===== src/rtl/vend_ctrl.sv =====
// rtl/vend_ctrl.sv - vending machine credit/vend/change controller with registered outputs.
// Optional inactivity refund in CREDIT is enabled by defining VEND_TIMEOUT_EN.
module vend_ctrl #(
  parameter int MAX_CREDIT     = 500,
  parameter int TIMEOUT_CYCLES = 1000000
) (
  input  logic       clk,
  input  logic       rst_n,
  input  logic       coin_valid,
  input  logic [1:0] coin_val,
  input  logic       sel_valid,
  input  logic [2:0] item_sel,
  input  logic [8:0] item_cost,
  input  logic       cancel,
  output logic [8:0] credit,
  output logic       dispense,
  output logic [2:0] dispense_item,
  output logic       change_valid,
  output logic [8:0] change_amt,
  output logic       coin_reject,
  output logic       insufficient,
  output logic       busy
);

  typedef enum logic [1:0] {
    S_IDLE,
    S_CREDIT,
    S_VEND,
    S_CHANGE
  } state_t;

  localparam logic [9:0] MAX_CREDIT_W = 10'(MAX_CREDIT);

  state_t     state, state_nx;
  logic [8:0] credit_nx;
  logic [8:0] change_amt_nx;
  logic [2:0] item_nx;
  logic       dispense_nx;
  logic       change_valid_nx;
  logic       coin_reject_nx;
  logic       insufficient_nx;
  logic       busy_nx;

  logic [9:0] coin_cents;
  logic [9:0] coin_sum;
  logic       coin_fits;
  logic       can_afford;

`ifdef VEND_TIMEOUT_EN
  localparam int TW = $clog2(TIMEOUT_CYCLES + 1);
  logic [TW-1:0] idle_cnt, idle_cnt_nx;
  logic          timeout_hit;

  assign timeout_hit = (idle_cnt == TW'(TIMEOUT_CYCLES - 1));
`endif

  always_comb begin
    coin_cents = 10'd5;
    case (coin_val)
      2'b00:   coin_cents = 10'd5;
      2'b01:   coin_cents = 10'd10;
      2'b10:   coin_cents = 10'd25;
      default: coin_cents = 10'd100;
    endcase
  end

  // Widened sum so an overflowing coin cannot wrap below the limit.
  assign coin_sum   = {1'b0, credit} + coin_cents;
  assign coin_fits  = (coin_sum <= MAX_CREDIT_W);
  assign can_afford = (credit >= item_cost);

  always_comb begin
    state_nx        = state;
    credit_nx       = credit;
    change_amt_nx   = change_amt;
    item_nx         = dispense_item;
    dispense_nx     = 1'b0;
    change_valid_nx = 1'b0;
    coin_reject_nx  = 1'b0;
    insufficient_nx = 1'b0;
`ifdef VEND_TIMEOUT_EN
    idle_cnt_nx     = '0;
`endif
    case (state)
      S_IDLE, S_CREDIT: begin
        if (cancel) begin
          coin_reject_nx = coin_valid;
          if (state == S_CREDIT) begin
            state_nx        = S_CHANGE;
            change_valid_nx = 1'b1;
            change_amt_nx   = credit;
          end
        end else if (sel_valid) begin
          coin_reject_nx = coin_valid;
          if (can_afford) begin
            state_nx    = S_VEND;
            item_nx     = item_sel;
            credit_nx   = credit - item_cost;
            dispense_nx = 1'b1;
          end else begin
            insufficient_nx = 1'b1;
          end
        end else if (coin_valid) begin
          if (coin_fits) begin
            credit_nx = coin_sum[8:0];
            state_nx  = S_CREDIT;
          end else begin
            coin_reject_nx = 1'b1;
          end
`ifdef VEND_TIMEOUT_EN
        end else if (state == S_CREDIT) begin
          if (timeout_hit) begin
            state_nx        = S_CHANGE;
            change_valid_nx = 1'b1;
            change_amt_nx   = credit;
          end else begin
            idle_cnt_nx = idle_cnt + 1'b1;
          end
`endif
        end
      end
      S_VEND: begin
        coin_reject_nx = coin_valid;
        if (credit != 9'd0) begin
          state_nx        = S_CHANGE;
          change_valid_nx = 1'b1;
          change_amt_nx   = credit;
        end else begin
          state_nx = S_IDLE;
        end
      end
      default: begin
        coin_reject_nx = coin_valid;
        credit_nx      = 9'd0;
        state_nx       = S_IDLE;
      end
    endcase
    busy_nx = (state_nx == S_VEND) || (state_nx == S_CHANGE);
  end

  always_ff @(posedge clk or negedge rst_n) begin
    if (!rst_n) begin
      state         <= S_IDLE;
      credit        <= 9'd0;
      change_amt    <= 9'd0;
      dispense_item <= 3'd0;
      dispense      <= 1'b0;
      change_valid  <= 1'b0;
      coin_reject   <= 1'b0;
      insufficient  <= 1'b0;
      busy          <= 1'b0;
    end else begin
      state         <= state_nx;
      credit        <= credit_nx;
      change_amt    <= change_amt_nx;
      dispense_item <= item_nx;
      dispense      <= dispense_nx;
      change_valid  <= change_valid_nx;
      coin_reject   <= coin_reject_nx;
      insufficient  <= insufficient_nx;
      busy          <= busy_nx;
    end
  end

`ifdef VEND_TIMEOUT_EN
  always_ff @(posedge clk or negedge rst_n) begin
    if (!rst_n) begin
      idle_cnt <= '0;
    end else begin
      idle_cnt <= idle_cnt_nx;
    end
  end
`endif

endmodule


===== config.mk =====
export PLATFORM = sky130hd
export DESIGN_NAME = vend_ctrl
export DESIGN_NICKNAME = d
export VERILOG_FILES = /design/src/rtl/vend_ctrl.sv
export SDC_FILE = /design/constraint.sdc
export NUM_CORES = 1
export LEC_CHECK = 0
export ABC_AREA = 1
export ABC_CLOCK_PERIOD_IN_PS = 3300
export CORE_MARGIN = 2
export CORE_UTILIZATION = 30
export DETAILED_ROUTE_END_ITERATION = 6
export PLACE_DENSITY = 0.51
export SKIP_LAST_GASP = 1
export SLEW_MARGIN = 5
export SYNTH_ARGS = -nofsm -noshare
export SYNTH_HDL_FRONTEND = slang
export SYNTH_SLANG_ARGS = --single-unit
export TNS_END_PERCENT = 50

===== constraint.sdc =====
create_clock -name clk -period 3.3 [get_ports clk]
set_input_delay 0.825 -clock clk [delete_from_list [all_inputs] [get_ports clk]]
set_output_delay 0.825 -clock clk [all_outputs]
set_load 0.005 [all_outputs]

==> results of run 1 <==
-- registers in the layout (all words and copies together), names as in the netlist --
| name | flops |
|---|---|
| insufficient | 1 |
| dispense_item | 3 |
| change_amt | 9 |
| coin_reject | 1 |
| dispense | 1 |
| busy | 1 |
| change_valid | 1 |
| state | 2 |
| credit | 9 |
-- cell usage in the layout (no fill, tap or decap) --
| master | Yosys | routed |
|---|---|---|
| o21ai_0 | 13 | 13 |
| a21o_1 | 1 | 1 |
| a21oi_1 | 11 | 10 |
| ha_2 | 0 | 1 |
| a211oi_1 | 2 | 2 |
| nand2_2 | 1 | 1 |
| a31oi_1 | 4 | 4 |
| nand4_2 | 1 | 1 |
| clkinv_1 | 2 | 2 |
| o22ai_1 | 1 | 1 |
| nand3b_1 | 1 | 1 |
| xnor2_1 | 4 | 4 |
| nor4_1 | 2 | 2 |
| o211ai_1 | 1 | 1 |
| nand3_2 | 0 | 1 |
| clkdlybuf4s50_1 | 0 | 44 |
| o31ai_1 | 1 | 1 |
| nor3_1 | 4 | 4 |
| nand2_1 | 115 | 114 |
| nand2_8 | 0 | 1 |
| o31ai_2 | 1 | 1 |
| nand2_4 | 1 | 1 |
| fa_1 | 2 | 2 |
| dfrtp_1 | 28 | 28 |
| o21bai_1 | 2 | 2 |
| nor2_1 | 11 | 11 |
| xor2_1 | 1 | 1 |
| o21ai_2 | 1 | 1 |
| nand3_4 | 1 | 1 |
| inv_1 | 48 | 48 |
| a21boi_1 | 1 | 1 |
| nor2_2 | 1 | 1 |
| a21oi_2 | 0 | 1 |
| nand3_1 | 26 | 26 |
| clkbuf_8 | 0 | 4 |
| buf_4 | 0 | 4 |
| nand4_1 | 3 | 3 |
| ha_1 | 19 | 18 |
| inv_2 | 2 | 2 |
-- cells by family after synthesis --
group,Yosys count,synth area share (%)
simple gates,167,32.8
compound gates,39,10.7
fa+ha+maj,21,12.7
flops,28,32.1
buf+inv,55,9.79
xor+xnor,5,2.00
-- worst max-delay path, delay by kind of cell --
| family | cells | cell delay, ns |
|---|---|---|
| simple gates | 12 | 1.16 |
| fa+ha+maj | 2 | 0.68 |
| buf+inv | 3 | 0.64 |
-- power groups by stage --
stage               combinational (mW)  sequential [mW]  clock (mW)
floorplan                        0.829            0.587           0
global placement                  1.28            0.640           0
detailed placement                1.29            0.639           0
CTS                               1.30            0.632       0.212
global route                      1.52            0.647       0.226
finish                            1.31            0.628       0.207
-- cells in the mapped netlist (all sizes together) --
| master | n |
|---|---|
| nand4 | 4 |
| ha | 19 |
| nor2 | 12 |
| a31oi | 4 |
| fa | 2 |
| buf | 1 |
| xnor2 | 4 |
| clkbuf | 2 |
| nand3b | 1 |
| nor4 | 2 |
| o31ai | 2 |
| a21boi | 1 |
| nor3 | 4 |
| nand2 | 117 |
| o21ai | 14 |
| clkinv | 2 |
| xor2 | 1 |
| a21o | 1 |
| nand3 | 27 |
| a21oi | 11 |
| inv | 50 |
| dfrtp | 28 |
| o22ai | 1 |
| o211ai | 1 |
| a211oi | 2 |
| o21bai | 2 |
-- path summary, 6_finish.rpt --
check	startpoint	end	slack [ns]
hold / removal	change_amt[2]	change_amt[2]	0.48
setup reg to reg	credit[1]	credit[3]	0.81
hold reg to reg	change_amt[2]	change_amt[2]	0.48
min in group asynchronous	rst_n	change_amt[4]	0.92
max in group asynchronous	rst_n	change_amt[8]	2.11
setup / recovery	coin_val[0]	credit[3]	0.21
-- repair_timing --
| action | 4_1_cts | 5_1_grt |
|---|---|---|
| hold endpoints to repair | 0 | 0 |
| resized for setup | 0 | 5 |
| endpoints found under the setup margin | 0 | 9 |
-- per-layer routing --
layer | up-vias | GRT usage, % | wire length (um)
li1 | 1113 | - | -
met1 | 921 | 21.8 | 2940
met2 | 41 | 25.3 | 2560
met3 | 6 | 1.48 | 210
met4 | 0 | 4.48 | 81
met5 | - | 0 | 0
-- through the flow --
step | hold slack, ns | setup TNS [ns] | worst slack [ns]
5_1_grt | 0.499 | 0 | 0.0105
6_report | 0.478 | 0 | 0.205
4_1_cts | 0.481 | 0 | 0.126
3_5_place_dp | 0.457 | -1.41 | -0.152
3_3_place_gp | 0.454 | -0.767 | -0.0865
2_1_floorplan | 0.465 | 0 | 0.704
-- final cells by class --
class / instances / area (um^2)
Timing Repair Buffer: 48 / 470
Inverter: 52 / 195
Fill cell: 786 / 4290
Sequential cell: 28 / 701
Clock buffer: 4 / 55.1
Multi-Input combinational cell: 233 / 1300
Tap cell: 99 / 124
==> flow_summary.toml, run 1 <==
[status]
status = "finished clean"

[placement]
place_area_um2 = 2760
dpl.cell_count = 459
gp_congestion = 0.835
dpl.hpwl_um = 4660
port_buffers = 44

[detailed_routing]
finalWirelength_um = 5800
routedWlPerCell_um = 12.5
drt_iter0_markers = 100
first_pass_iters = 4
postRouteAntennaNets = 0
num_vias = 2081
drc = 0
via_per_inst = 4.48

[power]
cellPowerDensity_nw_per_um2 = 752
power_frac_clock_pct = 9.6
power_frac_comb_pct = 61.0
intPower_mw = 1.16
power.total_mw = 2.14
p_sw_mw = 0.986
ir_drop_uv = 207
power_frac_seq_pct = 29.3
cellLeakagePower_nw = 1.48
switching_share_pct = 46.0

[sta]
relSlewSlack_pct = 75.1
worstMarginPinSlew_ns = 0.374
fmax_mhz = 323
fin_crit_ns = 3.09
min_period_over_period_pct = 93.8
maxSlewViolCount = 0
finalSetupViolCount = 0
rsz0062_at_grt = "false"
timing.clock.skew_ns = 0.00270
finalHoldViolCount = 0

[grt]
first_global_vias = 1992
grt_antenna_before_repair = 0
grt_pass1_wl_um = 9630
grt_max_degree = 29
track_usage_pct = 15.5
grt_overflow_total = 0

[cts]
cts_tree = "done"
clk_latency_ns = 0.27
cts.clk_slew.worst_paths_ns = 0.09
root_buffer = "clkbuf_8"
numClockSinks = 28
ctsHoldBuffers = 0
postCtsSetupRepairBufs = 0
ctsLongestPathBuffers = 2
cts-htree-levels = 1
numCtsBuffers = 3

[critical_path]
crit_type = "input pin to flip-flop"
crit_arrival_ns = 3.31
crit_chain = "clkdlybuf4s50_1, inv_1, ha_1, inv_1, ha_2, nand3b_1, nand2_2, nand2_1, nand2_1, nand2_1, nand2_1, nand4_2, nand2_4, nand3_4, nand2_8, nand2_1, nand2_1"
worstSetupEndpointType = "flip-flop"
slowest_delay_ns = 0.51
critical_path_peak_fanout = 9
reg2reg_depth = 14
crit_top_cell = "nand2_1"
cp_slowest_cell = "clkdlybuf4s50_1"
start_kind = "input pin"
critPathRequiredTime_ns = 3.51

[die]
io-pin-count = 45
die_area_um2 = 7980
start_util_pct = 30.6
core_um2 = 7140
dieHeight_um = 89.3
rows = 31
die_w_um = 89.3

[synth]
synth_area_leader_cell = "dfrtp_1"
synthCells = 315
post_synth.cell_area_avg_um2 = 6.94
ys_warn_count = 0
synth_cell_types = 34
synth.top_cells.by_area = "dfrtp_1 (32%), nand2_1 (20%), ha_1 (11%)"
synth_nets = 355
seq_area_frac_synth_pct = 32.1
synth_top_area_share_pct = 32.1
ys_seq_elements = 28
syn-cell-area_um2 = 2180

[flow_run]
drv_cap = 0

[worst_hold_path]
hold_depth = 2
min_path_type = "flip-flop to flip-flop"

[layout]
final_util_pct = 39.9
n_antenna_cell = 0
final_cells = 464
layout.nets = 406
drive_gt1_share_pct = 5.75
stdcell_area_um2 = 2850
synthToLayoutAreaGrowth_pct = 30.4
Note: power is estimated with default switching activity, not from simulation.
==> run 2, diff against run 1 <==
- CORE_MARGIN: 2 -> default
- MAX_ROUTING_LAYER: default -> met4
==> run 2 against run 1 <==
  * Register-to-register slack gained 0.02 ns
  * Clock power is essentially flat
  * Non-clock buffer count is the same
  * Setup slack gained 0.32 ns
  * Wire length shrank 2.0%
  * Critical path depth is the same
  * First-iteration DRC count shrank 10%
  * Combinational power is essentially flat
  * Critical path type unchanged
  * Final area grew 1.2%
  * Largest power group unchanged
  * Clock-buffer cell count is the same
==> flow_summary.toml, run 2 (synthesized netlist as in run 1, its figures left out) <==
[status]
status = "finished clean"

[cts]
clk_latency_ns = 0.27
numCtsBuffers = 3
cts_tree = "done"
root_buffer = "clkbuf_8"
cts-htree-levels = 1
ctsHoldBuffers = 0
ctsLongestPathBuffers = 2
numClockSinks = 28
cts.clk_slew.worst_paths_ns = 0.09

[critical_path]
worstSetupEndpointType = "flip-flop"
reg2reg_depth = 15
crit_arrival_ns = 2.99
crit_end = "credit[6]"
crit_chain = "dlymetal6s2s_1, inv_1, ha_2, inv_1, fa_1, nand3b_1, nand2_2, nand2_1, nand2_1, nand2_1, nand2_1, nand4_2, nand2_2, nand3_4, nand2_8, nand2_1, nand2_1"
cp_num_cells = 17
crit_buf_inv = 3
slowest_delay_ns = 0.41
r2r_end = "credit[6]"
critical_path_peak_fanout = 9
rr_startpoint = "credit[0]"
crit_type = "input pin to flip-flop"
cp_slowest_cell = "fa_1"
worst-r2r-setup-slack_ns = 0.83
critPathTopFamily = "simple AND/OR/NAND/NOR gates"
crit_top_cell = "nand2_1"
start_kind = "input pin"
cp-startpoint = "coin_val[1]"
critPathRequiredTime_ns = 3.51

[power]
ir_drop_uv = 210
power.total_mw = 2.16
cellLeakagePower_nw = 1.50
cellPowerDensity_nw_per_um2 = 751

[layout]
synthToLayoutAreaGrowth_pct = 31.9
final_cells = 461
layout.nets = 406
final_cell_mix = "nand2_1 (114), inv_1 (47), clkdlybuf4s50_1 (42), dfrtp_1 (28), nand3_1 (26)"
layout.cells.most_common = "nand2_1"
n_antenna_cell = 0
top_regs = "change_amt (9), credit (9), dispense_item (3)"
drive_gt1_share_pct = 6.85

[die]
die_w_um = 87.3
core_um2 = 6910
rows = 30
start_util_pct = 31.6
dieHeight_um = 87.3
io-pin-count = 45
die_area_um2 = 7630

[placement]
dpl.hpwl_um = 4590
port_buffers = 44
dp_worst_setup_slack_ns = -0.140
dpl.cell_count = 456
gp_congestion = 0.850

[flow_run]
drv_cap = 0

[detailed_routing]
drc = 0
via_per_inst = 4.53
postRouteAntennaNets = 0
routedWlPerCell_um = 12.3
finalWirelength_um = 5680
first_pass_iters = 5
num_vias = 2089
drt_iter0_markers = 90

[sta]
fmax_mhz = 361
relSlewSlack_pct = 73.6
timing.clock.skew_ns = 0.00410
min_period_over_period_pct = 84.0
setup_tns_ns = 0
fin_crit_ns = 2.77
finalSetupViolCount = 0
finalHoldViolCount = 0
rsz0062_at_grt = "false"
worstMarginPinSlew_ns = 0.395
maxSlewViolCount = 0
setup_ws_ns = 0.527

[grt]
grt_antenna_before_repair = 0
met3_usage_pct = 0.664
grt_pass1_wl_um = 9310
grt_overflow_total = 0
met2_usage_pct = 25.1
met1_usage_pct = 23.1
grt-busiest-layer = "met2"
first_global_vias = 1881
grt_max_degree = 29
track_usage_pct = 16.2

[worst_hold_path]
min_path_type = "flip-flop to flip-flop"
## run 2: cell types whose count changed in the layout (fill, tap and decap cells not counted)
cell,delta
nand2_2,+1
clkdlybuf4s50_1,-2
ha_1,-3
inv_2,+1
dlymetal6s2s_1,+2
inv_1,-1
nand2_4,-1
ha_4,+3
## run 2: worst min-delay path by stage
stage | cells past startpoint | slack (ns) | start | to
after detailed placement | 2 | 0.46 | change_amt[6] | change_amt[6]
final | 2 | 0.48 | change_amt[5] | change_amt[5]
after floorplan | 2 | 0.46 | change_amt[2] | change_amt[2]
after global placement | 2 | 0.45 | change_amt[2] | change_amt[2]
after CTS | 2 | 0.48 | change_amt[6] | change_amt[6]
after global routing | 2 | 0.49 | change_amt[4] | change_amt[4]
## run 2: repair_timing
action | 4_1_cts | 5_1_grt
buffers inserted | 0 | 0
endpoints found under the setup margin | 0 | 13
gates resized for setup | 0 | 11
## run 2: worst reg2reg max path, cell delays in order, from the launching register on
cell	delay (ns)
dfrtp_1	0.47
ha_1	0.22
inv_1	0.07
fa_1	0.39
nand3b_1	0.22
nand2_2	0.11
nand2_1	0.07
nand2_1	0.06
nand2_1	0.04
nand2_1	0.13
nand4_2	0.13
nand2_2	0.13
nand3_4	0.13
nand2_8	0.12
nand2_1	0.07
nand2_1	0.06
## run 2: through the flow
stage / hold WS, ns / util, % / instance area, um^2
2_1_floorplan: 0.465 / - / 2180
3_5_place_dp: 0.459 / 39.9 / 2760
5_1_grt: 0.491 / 41.7 / 2880
4_1_cts: 0.482 / 40.7 / 2810
3_3_place_gp: 0.454 / 39.9 / 2760
6_report: 0.477 / 41.7 / 2880
## run 2: area by class of cell
type | count | area, um^2
multi-input cells | 233 | 1340
inverters | 52 | 195
clock buffers | 4 | 55.1
flip-flops and latches | 28 | 701
fillers | 728 | 4030
well taps | 96 | 120
repair buffers | 48 | 475
## run 2: layer usage
layer	routed length (um)	share of wire, %
met5	0	0
met4	54	0.95
met3	207	3.6
met2	2570	45
met1	2850	50
## run 2: report_power, final
part / internal, mW / switching, mW / leakage [nW]
Sequential: 0.469 / 0.164 / 0.361
Combinational: 0.595 / 0.730 / 1.11
Clock: 0.107 / 0.0993 / 0.0288
